--- src/rtl/pc_sequencer_pkg.sv ---
// Shared types and constants for the PC sequencer: FSM state encoding and target alignment check.
package pc_sequencer_pkg;

  typedef enum logic [1:0] {
    StBoot,
    StRun,
    StHalt
  } seq_state_e;

  localparam logic [1:0] ALIGN_MASK = 2'b11;

  function automatic logic misaligned(input logic [1:0] lsb);
    return |(lsb & ALIGN_MASK);
  endfunction

endpackage

--- src/rtl/pc_sequencer_if.sv ---
// Control/fetch bundle between the pipeline (master) and the PC sequencer (slave).
interface pc_sequencer_if #(
  parameter int unsigned XLEN = 32
);

  logic            stall;
  logic            halt;
  logic            redirect_valid;
  logic [XLEN-1:0] redirect_addr;
  logic            trap;
  logic [XLEN-1:0] trap_vec;
  logic            call;
  logic            ret;
  logic            fetch_ready;
  logic            fetch_valid;
  logic [XLEN-1:0] pc_out;
  logic            misalign_err;
  logic            ras_underflow;

  modport master (
    output stall, halt, redirect_valid, redirect_addr, trap, trap_vec, call, ret, fetch_ready,
    input  fetch_valid, pc_out, misalign_err, ras_underflow
  );

  modport slave (
    input  stall, halt, redirect_valid, redirect_addr, trap, trap_vec, call, ret, fetch_ready,
    output fetch_valid, pc_out, misalign_err, ras_underflow
  );

endinterface

--- src/rtl/pc_ras_stack.sv ---
// Circular return-address stack; a push when full overwrites the oldest entry.
module pc_ras_stack #(
  parameter int unsigned XLEN      = 32,
  parameter int unsigned RAS_DEPTH = 4
) (
  input  logic            clk,
  input  logic            rst,
  input  logic            push,
  input  logic            pop,
  input  logic [XLEN-1:0] push_data,
  output logic [XLEN-1:0] top,
  output logic            empty,
  output logic            full
);

  localparam int unsigned PtrW = $clog2(RAS_DEPTH);
  localparam int unsigned CntW = PtrW + 1;

  logic [XLEN-1:0] mem_q [RAS_DEPTH];
  logic [PtrW-1:0] ptr_q, ptr_d, wr_ptr;
  logic [CntW-1:0] cnt_q, cnt_d;
  logic            wr_en;

  assign empty = (cnt_q == '0);
  assign full  = (cnt_q == CntW'(RAS_DEPTH));
  assign top   = mem_q[ptr_q];

  always_comb begin
    ptr_d  = ptr_q;
    cnt_d  = cnt_q;
    wr_en  = 1'b0;
    wr_ptr = ptr_q;
    if (push && pop && !empty) begin
      // Push and pop together replace the top entry in place.
      wr_en = 1'b1;
    end else if (push) begin
      wr_en  = 1'b1;
      wr_ptr = ptr_q + 1'b1;
      ptr_d  = ptr_q + 1'b1;
      if (!full) cnt_d = cnt_q + 1'b1;
    end else if (pop && !empty) begin
      ptr_d = ptr_q - 1'b1;
      cnt_d = cnt_q - 1'b1;
    end
  end

  always_ff @(posedge clk) begin
    if (!rst) begin
      ptr_q <= '0;
      cnt_q <= '0;
    end else begin
      ptr_q <= ptr_d;
      cnt_q <= cnt_d;
    end
  end

  always_ff @(posedge clk) begin
    if (rst && wr_en) mem_q[wr_ptr] <= push_data;
  end

endmodule

--- src/rtl/pc_sequencer.sv ---
// Program-counter sequencer with BOOT/RUN/HALT control, trap/redirect loads and fetch handshake.
// Define PC_SEQUENCER_RAS_EN to add the return-address stack (call/ret); otherwise call/ret are ignored.
module pc_sequencer
  import pc_sequencer_pkg::*;
#(
  parameter int unsigned     XLEN      = 32,
  parameter logic [XLEN-1:0] RESET_VEC = '0,
  parameter int unsigned     INC       = 4,
  parameter int unsigned     RAS_DEPTH = 4
) (
  input logic           clk,
  input logic           rst,
  pc_sequencer_if.slave bus
);

  seq_state_e      state_q, state_d;
  logic [XLEN-1:0] pc_q, pc_d;
  logic [XLEN-1:0] pc_inc;
  logic            misalign_q, misalign_d;
  logic            underflow_q, underflow_d;
  logic            fetch_valid, fetch_fire;
  logic            call_en, ret_en;
  logic            ras_push, ras_pop, ras_empty;
  logic [XLEN-1:0] ras_top;

  assign fetch_valid = (state_q == StRun);
  assign fetch_fire  = fetch_valid && bus.fetch_ready && !bus.stall;
  assign pc_inc      = pc_q + XLEN'(INC);

  always_comb begin
    state_d     = state_q;
    pc_d        = pc_q;
    misalign_d  = 1'b0;
    underflow_d = 1'b0;
    ras_push    = 1'b0;
    ras_pop     = 1'b0;
    if (bus.trap) begin
      // A rejected trap still outranks redirect: the cycle just holds and flags the error.
      if (misaligned(bus.trap_vec[1:0])) begin
        misalign_d = 1'b1;
      end else begin
        pc_d    = bus.trap_vec;
        state_d = StRun;
      end
    end else if (bus.redirect_valid) begin
      if (misaligned(bus.redirect_addr[1:0])) begin
        misalign_d = 1'b1;
      end else begin
        pc_d     = bus.redirect_addr;
        state_d  = StRun;
        ras_push = call_en;
        ras_pop  = call_en && ret_en && !ras_empty;
      end
    end else begin
      unique case (state_q)
        StBoot: state_d = StRun;
        StRun:  if (bus.halt) state_d = StHalt;
        StHalt: state_d = StHalt;
      endcase
      if (ret_en) begin
        if (ras_empty) begin
          underflow_d = 1'b1;
        end else begin
          pc_d    = ras_top;
          ras_pop = 1'b1;
        end
      end else if (fetch_fire && !bus.halt) begin
        pc_d = pc_inc;
      end
    end
  end

  always_ff @(posedge clk) begin
    if (!rst) begin
      state_q     <= StBoot;
      pc_q        <= RESET_VEC;
      misalign_q  <= 1'b0;
      underflow_q <= 1'b0;
    end else begin
      state_q     <= state_d;
      pc_q        <= pc_d;
      misalign_q  <= misalign_d;
      underflow_q <= underflow_d;
    end
  end

  assign bus.fetch_valid  = fetch_valid;
  assign bus.pc_out       = pc_q;
  assign bus.misalign_err = misalign_q;

`ifdef PC_SEQUENCER_RAS_EN
  logic ras_full;
  logic unused_full;

  assign call_en           = bus.call;
  assign ret_en            = bus.ret;
  assign bus.ras_underflow = underflow_q;
  assign unused_full       = ras_full;

  pc_ras_stack #(
    .XLEN      (XLEN),
    .RAS_DEPTH (RAS_DEPTH)
  ) u_ras (
    .clk       (clk),
    .rst       (rst),
    .push      (ras_push),
    .pop       (ras_pop),
    .push_data (pc_inc),
    .top       (ras_top),
    .empty     (ras_empty),
    .full      (ras_full)
  );
`else
  logic unused_ras;

  assign call_en           = 1'b0;
  assign ret_en            = 1'b0;
  assign ras_empty         = 1'b1;
  assign ras_top           = '0;
  assign bus.ras_underflow = 1'b0;
  assign unused_ras        = ^{bus.call, bus.ret, ras_push, ras_pop, underflow_q};
`endif

endmodule

--- src/flat_wrapper.sv ---
// flat-port wrapper written by rule: the top's interface ports become plain ports
module pc_sequencer_flat import pc_sequencer_pkg::*;
#(
  parameter int unsigned     XLEN      = 32,
  parameter logic [XLEN-1:0] RESET_VEC = '0,
  parameter int unsigned     INC       = 4,
  parameter int unsigned     RAS_DEPTH = 4
)
  (clk, rst, bus_stall, bus_halt, bus_redirect_valid, bus_redirect_addr, bus_trap, bus_trap_vec, bus_call, bus_ret, bus_fetch_ready, bus_fetch_valid, bus_pc_out, bus_misalign_err, bus_ras_underflow);
  pc_sequencer_if #(.XLEN(XLEN)) bus_i ();
  input logic clk;
  input logic rst;
  input wire logic [$bits(bus_i.stall)-1:0] bus_stall;
  input wire logic [$bits(bus_i.halt)-1:0] bus_halt;
  input wire logic [$bits(bus_i.redirect_valid)-1:0] bus_redirect_valid;
  input wire logic [$bits(bus_i.redirect_addr)-1:0] bus_redirect_addr;
  input wire logic [$bits(bus_i.trap)-1:0] bus_trap;
  input wire logic [$bits(bus_i.trap_vec)-1:0] bus_trap_vec;
  input wire logic [$bits(bus_i.call)-1:0] bus_call;
  input wire logic [$bits(bus_i.ret)-1:0] bus_ret;
  input wire logic [$bits(bus_i.fetch_ready)-1:0] bus_fetch_ready;
  output wire logic [$bits(bus_i.fetch_valid)-1:0] bus_fetch_valid;
  output wire logic [$bits(bus_i.pc_out)-1:0] bus_pc_out;
  output wire logic [$bits(bus_i.misalign_err)-1:0] bus_misalign_err;
  output wire logic [$bits(bus_i.ras_underflow)-1:0] bus_ras_underflow;
  assign bus_i.stall = bus_stall;
  assign bus_i.halt = bus_halt;
  assign bus_i.redirect_valid = bus_redirect_valid;
  assign bus_i.redirect_addr = bus_redirect_addr;
  assign bus_i.trap = bus_trap;
  assign bus_i.trap_vec = bus_trap_vec;
  assign bus_i.call = bus_call;
  assign bus_i.ret = bus_ret;
  assign bus_i.fetch_ready = bus_fetch_ready;
  assign bus_fetch_valid = bus_i.fetch_valid;
  assign bus_pc_out = bus_i.pc_out;
  assign bus_misalign_err = bus_i.misalign_err;
  assign bus_ras_underflow = bus_i.ras_underflow;
  pc_sequencer #(.XLEN(XLEN), .RESET_VEC(RESET_VEC), .INC(INC), .RAS_DEPTH(RAS_DEPTH)) u_core (.clk(clk), .rst(rst), .bus(bus_i));
endmodule
--- config.mk ---
export PLATFORM = sky130hd
export DESIGN_NAME = pc_sequencer_flat
export DESIGN_NICKNAME = d
export VERILOG_FILES = /design/src/rtl/pc_sequencer_pkg.sv /design/src/rtl/pc_sequencer_if.sv /design/src/rtl/pc_ras_stack.sv /design/src/rtl/pc_sequencer.sv /design/src/flat_wrapper.sv
export SDC_FILE = /design/constraint.sdc
export NUM_CORES = 1
export LEC_CHECK = 0
export ABC_AREA = 1
export CELL_PAD_IN_SITES_DETAIL_PLACEMENT = 0
export CELL_PAD_IN_SITES_GLOBAL_PLACEMENT = 2
export CORE_MARGIN = 3
export CORE_UTILIZATION = 23
export DETAILED_ROUTE_END_ITERATION = 7
export PLACE_DENSITY_LB_ADDON = 0.1
export SYNTH_ARGS = -nofsm -noshare
export SYNTH_HDL_FRONTEND = slang
export SYNTH_SLANG_ARGS = --single-unit
export TNS_END_PERCENT = 100
--- constraint.sdc ---
create_clock -name clk -period 4.1 [get_ports clk]
set_input_delay 0.82 -clock clk [delete_from_list [all_inputs] [get_ports clk]]
set_output_delay 0.82 -clock clk [all_outputs]
set_load 0.1 [all_outputs]
==> metrics.md <==
| Metric | Value |
|---|---|
| Outcome | finished, final reports clean |
| RSZ-0062 raised after global routing | no |
| Setup bufs post-CTS | 0 |
| Diodes inserted | 0 |
| Synth cell types | 29 |
| HP Class | reg -> reg |
| Die W | between 100 and 150 um |
| Top cells by area, synth | dfxtp_1 27%, nand2_1 18%, nor2_1 11% |
| Nets | slightly above 600 |
| Endpoints failing hold | 0 |
| CP required | approximately 3.3 ns |
| First drt pass iteration count | 4 |
| Slew margin rel. | 0.271 |
| Fill count | about 1,200 |
| Static Leak | about 0.0015 uW |
| Cts bufs inserted | 5 |
| Most frequent cells in the layout | 127 x nand2_1, 104 x clkdlybuf4s50_1, 76 x nor2_1 |
| Setup TNS | 0 ns |
| Slew @ Worst Pin | about 1.1 ns |
| Die height | 112 um |
| Synth Instances | between 400 and 500 |
| Layout area overhead | 49.8% |
| Starting Density | 0.238 |
| WP data arrival | 1.99 ns |
| Area leader, netlist | dfxtp_1 |
| Wirelength per Cell | between 10 and 15 um |
| Clk slew on worst S/H paths | 0.06 ns |
| ANT nets after route | 0 |
| Worst-Skew Late Latency | slightly below 0.3 ns |
| Setup-failing EPs final | 0 |
| Final Power | around 1300 uW |
| Total wire length | roughly 10000 um |
| Rows | 38 |
| TritonCTS clock tree | built |
| CP Max Fanout | 3 |
| Max Slew Vio Count | 0 |
| Post-synth top area share | 0.269 |
| Crit end category | primary output |
| Pin count of the biggest net entering global routing | 31 |
| Core ar. | 10,900 um2 |
| Root Driver | clkbuf_16 |
| DRC | 0 |
| Critical path startpoint category | register |
| Sequential area share after synthesis | 0.269 |
| Power per cell area | around 330 nW/um2 |
| Io pins | roughly 110 |
| Syn Area/Cell | approximately 6.0 um2 |
| Antenna violations before repair | 0 |
| Syn_nets | a little over 500 |
| GR Overflow Total | 0 |
| PortBufs | roughly 100 |
| Netlist Area Pre-Place | ~2600 um2 |
| VDD IR max | ~140 uV |
| Maximum clock rate | 356 MHz |
| Clock Path Buffers | 2 |
| Seq cells post-synth | 35 |
| Resize count post-CTS | 0 |
| Clk sink count | 35 |
| Post-CTS Hold Fix Bufs | 0 |
| First-pass GRT wire length | 16,300 um |
| DRT iter0 DRCs | 120 |
| Synthesis Warnings | 0 |
| Layout Skew | roughly 0.0074 ns |
| Routability congestion estimate | about 0.82 |
| Vias per Instance | 4.56 |
| Fraction of layout cells with a size suffix above 1 | 0.0450 |
| HPWL after DPL | about 7600 um |
| Crit share post-route | 0.685 |
| Final period demand of the worst path | 2.81 ns |
| Die footprint | approximately 13,000 um2 |
| H-tree depth | 2 |
| Max Cap Viol | 0 |
| GRT Util Overall | 0.159 |
| Number of global-route vias before repair | between 3,000 and 4,000 |
| Via count | 3,070 |
| Commonest non-fill, non-tap cell in the layout | nand2_1 |
| Critical path type | reg -> out |
## synth_stat cells
cell type / instances
a21oi_2: 1
clkbuf_1: 6
xnor2_1: 4
a22o_1: 26
buf_6: 2
inv_4: 1
nor2_1: 76
inv_2: 2
inv_1: 33
nor2_4: 3
ha_1: 2
dfxtp_1: 35
nor3_1: 3
a21oi_1: 32
o22ai_2: 1
buf_1: 1
xor2_1: 6
a221oi_1: 1
nand4_1: 2
nand3b_1: 1
buf_4: 3
nor2_2: 3
nand3_1: 22
o21ai_1: 6
conb_1: 1
nand2_1: 127
buf_2: 7
o21ai_0: 26
and2_1: 1
## per-layer routing
metal,track usage,vias up,share of wire
li1,-,1605,-
met2,0.268,70,0.47
met1,0.211,1391,0.47
met3,0.0399,4,0.051
met4,0.0216,0,0.0054
met5,0,-,0
## worst paths after layout
| kind | slack, ns | start | to | cells after the start |
|---|---|---|---|---|
| hold / removal | 0.46 | u_core.state_q[0] | u_core.state_q[0] | 2 |
| setup reg to reg | 2.18 | u_core.bus.pc_out[2] | u_core.bus.pc_out[16] | 7 |
| hold reg to reg | 0.46 | u_core.state_q[0] | u_core.state_q[0] | 2 |
| setup / recovery | 1.29 | u_core.state_q[1] | bus_fetch_valid | 3 |
## worst max-delay path: stages, from the launching register on
cell             delay [ns]
dfxtp_1                0.31
inv_1                  0.05
ha_1                   0.19
clkdlybuf4s50_1        1.15
## logic make-up (layout without fill, tap and decap cells)
kind of cell,after synthesis,in the layout,synth area share
AO/OA/AOI/OAI,93,93,0.222
XOR/XNOR,10,10,0.0336
adder cells (fa/ha/maj),2,2,0.00960
buffers and inverters,55,154,0.0937
flip-flops,35,35,0.269
other,1,1,0.00144
AND/OR/NAND/NOR,238,238,0.371
## flip-flops by register name, indices dropped and copies added (netlist names)
name	flops
u_core.bus.misalign_err	1
u_core.state_q	2
u_core.bus.pc_out	32
## stage by stage
step	cells	area, um2	hold WS [ns]	utilization	setup WS, ns
2_1_floorplan	434	2610	0.425	-	1.86
3_3_place_gp	665	3760	0.434	0.344	1.11
3_5_place_dp	665	3760	0.450	0.344	1.08
4_1_cts	673	3900	0.463	0.357	1.29
5_1_grt	673	3900	0.479	0.357	1.22
6_report	673	3900	0.455	0.357	1.29
## area by class of cell
cell class	count	area [um2]	area share
Tap cell	140	175	0.0449
Clock inverter	2	12.5	0.00321
Timing Repair Buffer	110	1090	0.278
Clock buffer	6	129	0.0330
Sequential cell	35	701	0.180
Inverter	36	138	0.0353
Multi-Input combinational cell	344	1660	0.426
## where the power goes
| group | internal [uW] | switching, uW |
|---|---|---|
| Clock | 225 | 158 |
| Combinational | 165 | 336 |
| Sequential | 370 | 42.9 |
No activity file was read; power rests on OpenSTA's default activity.
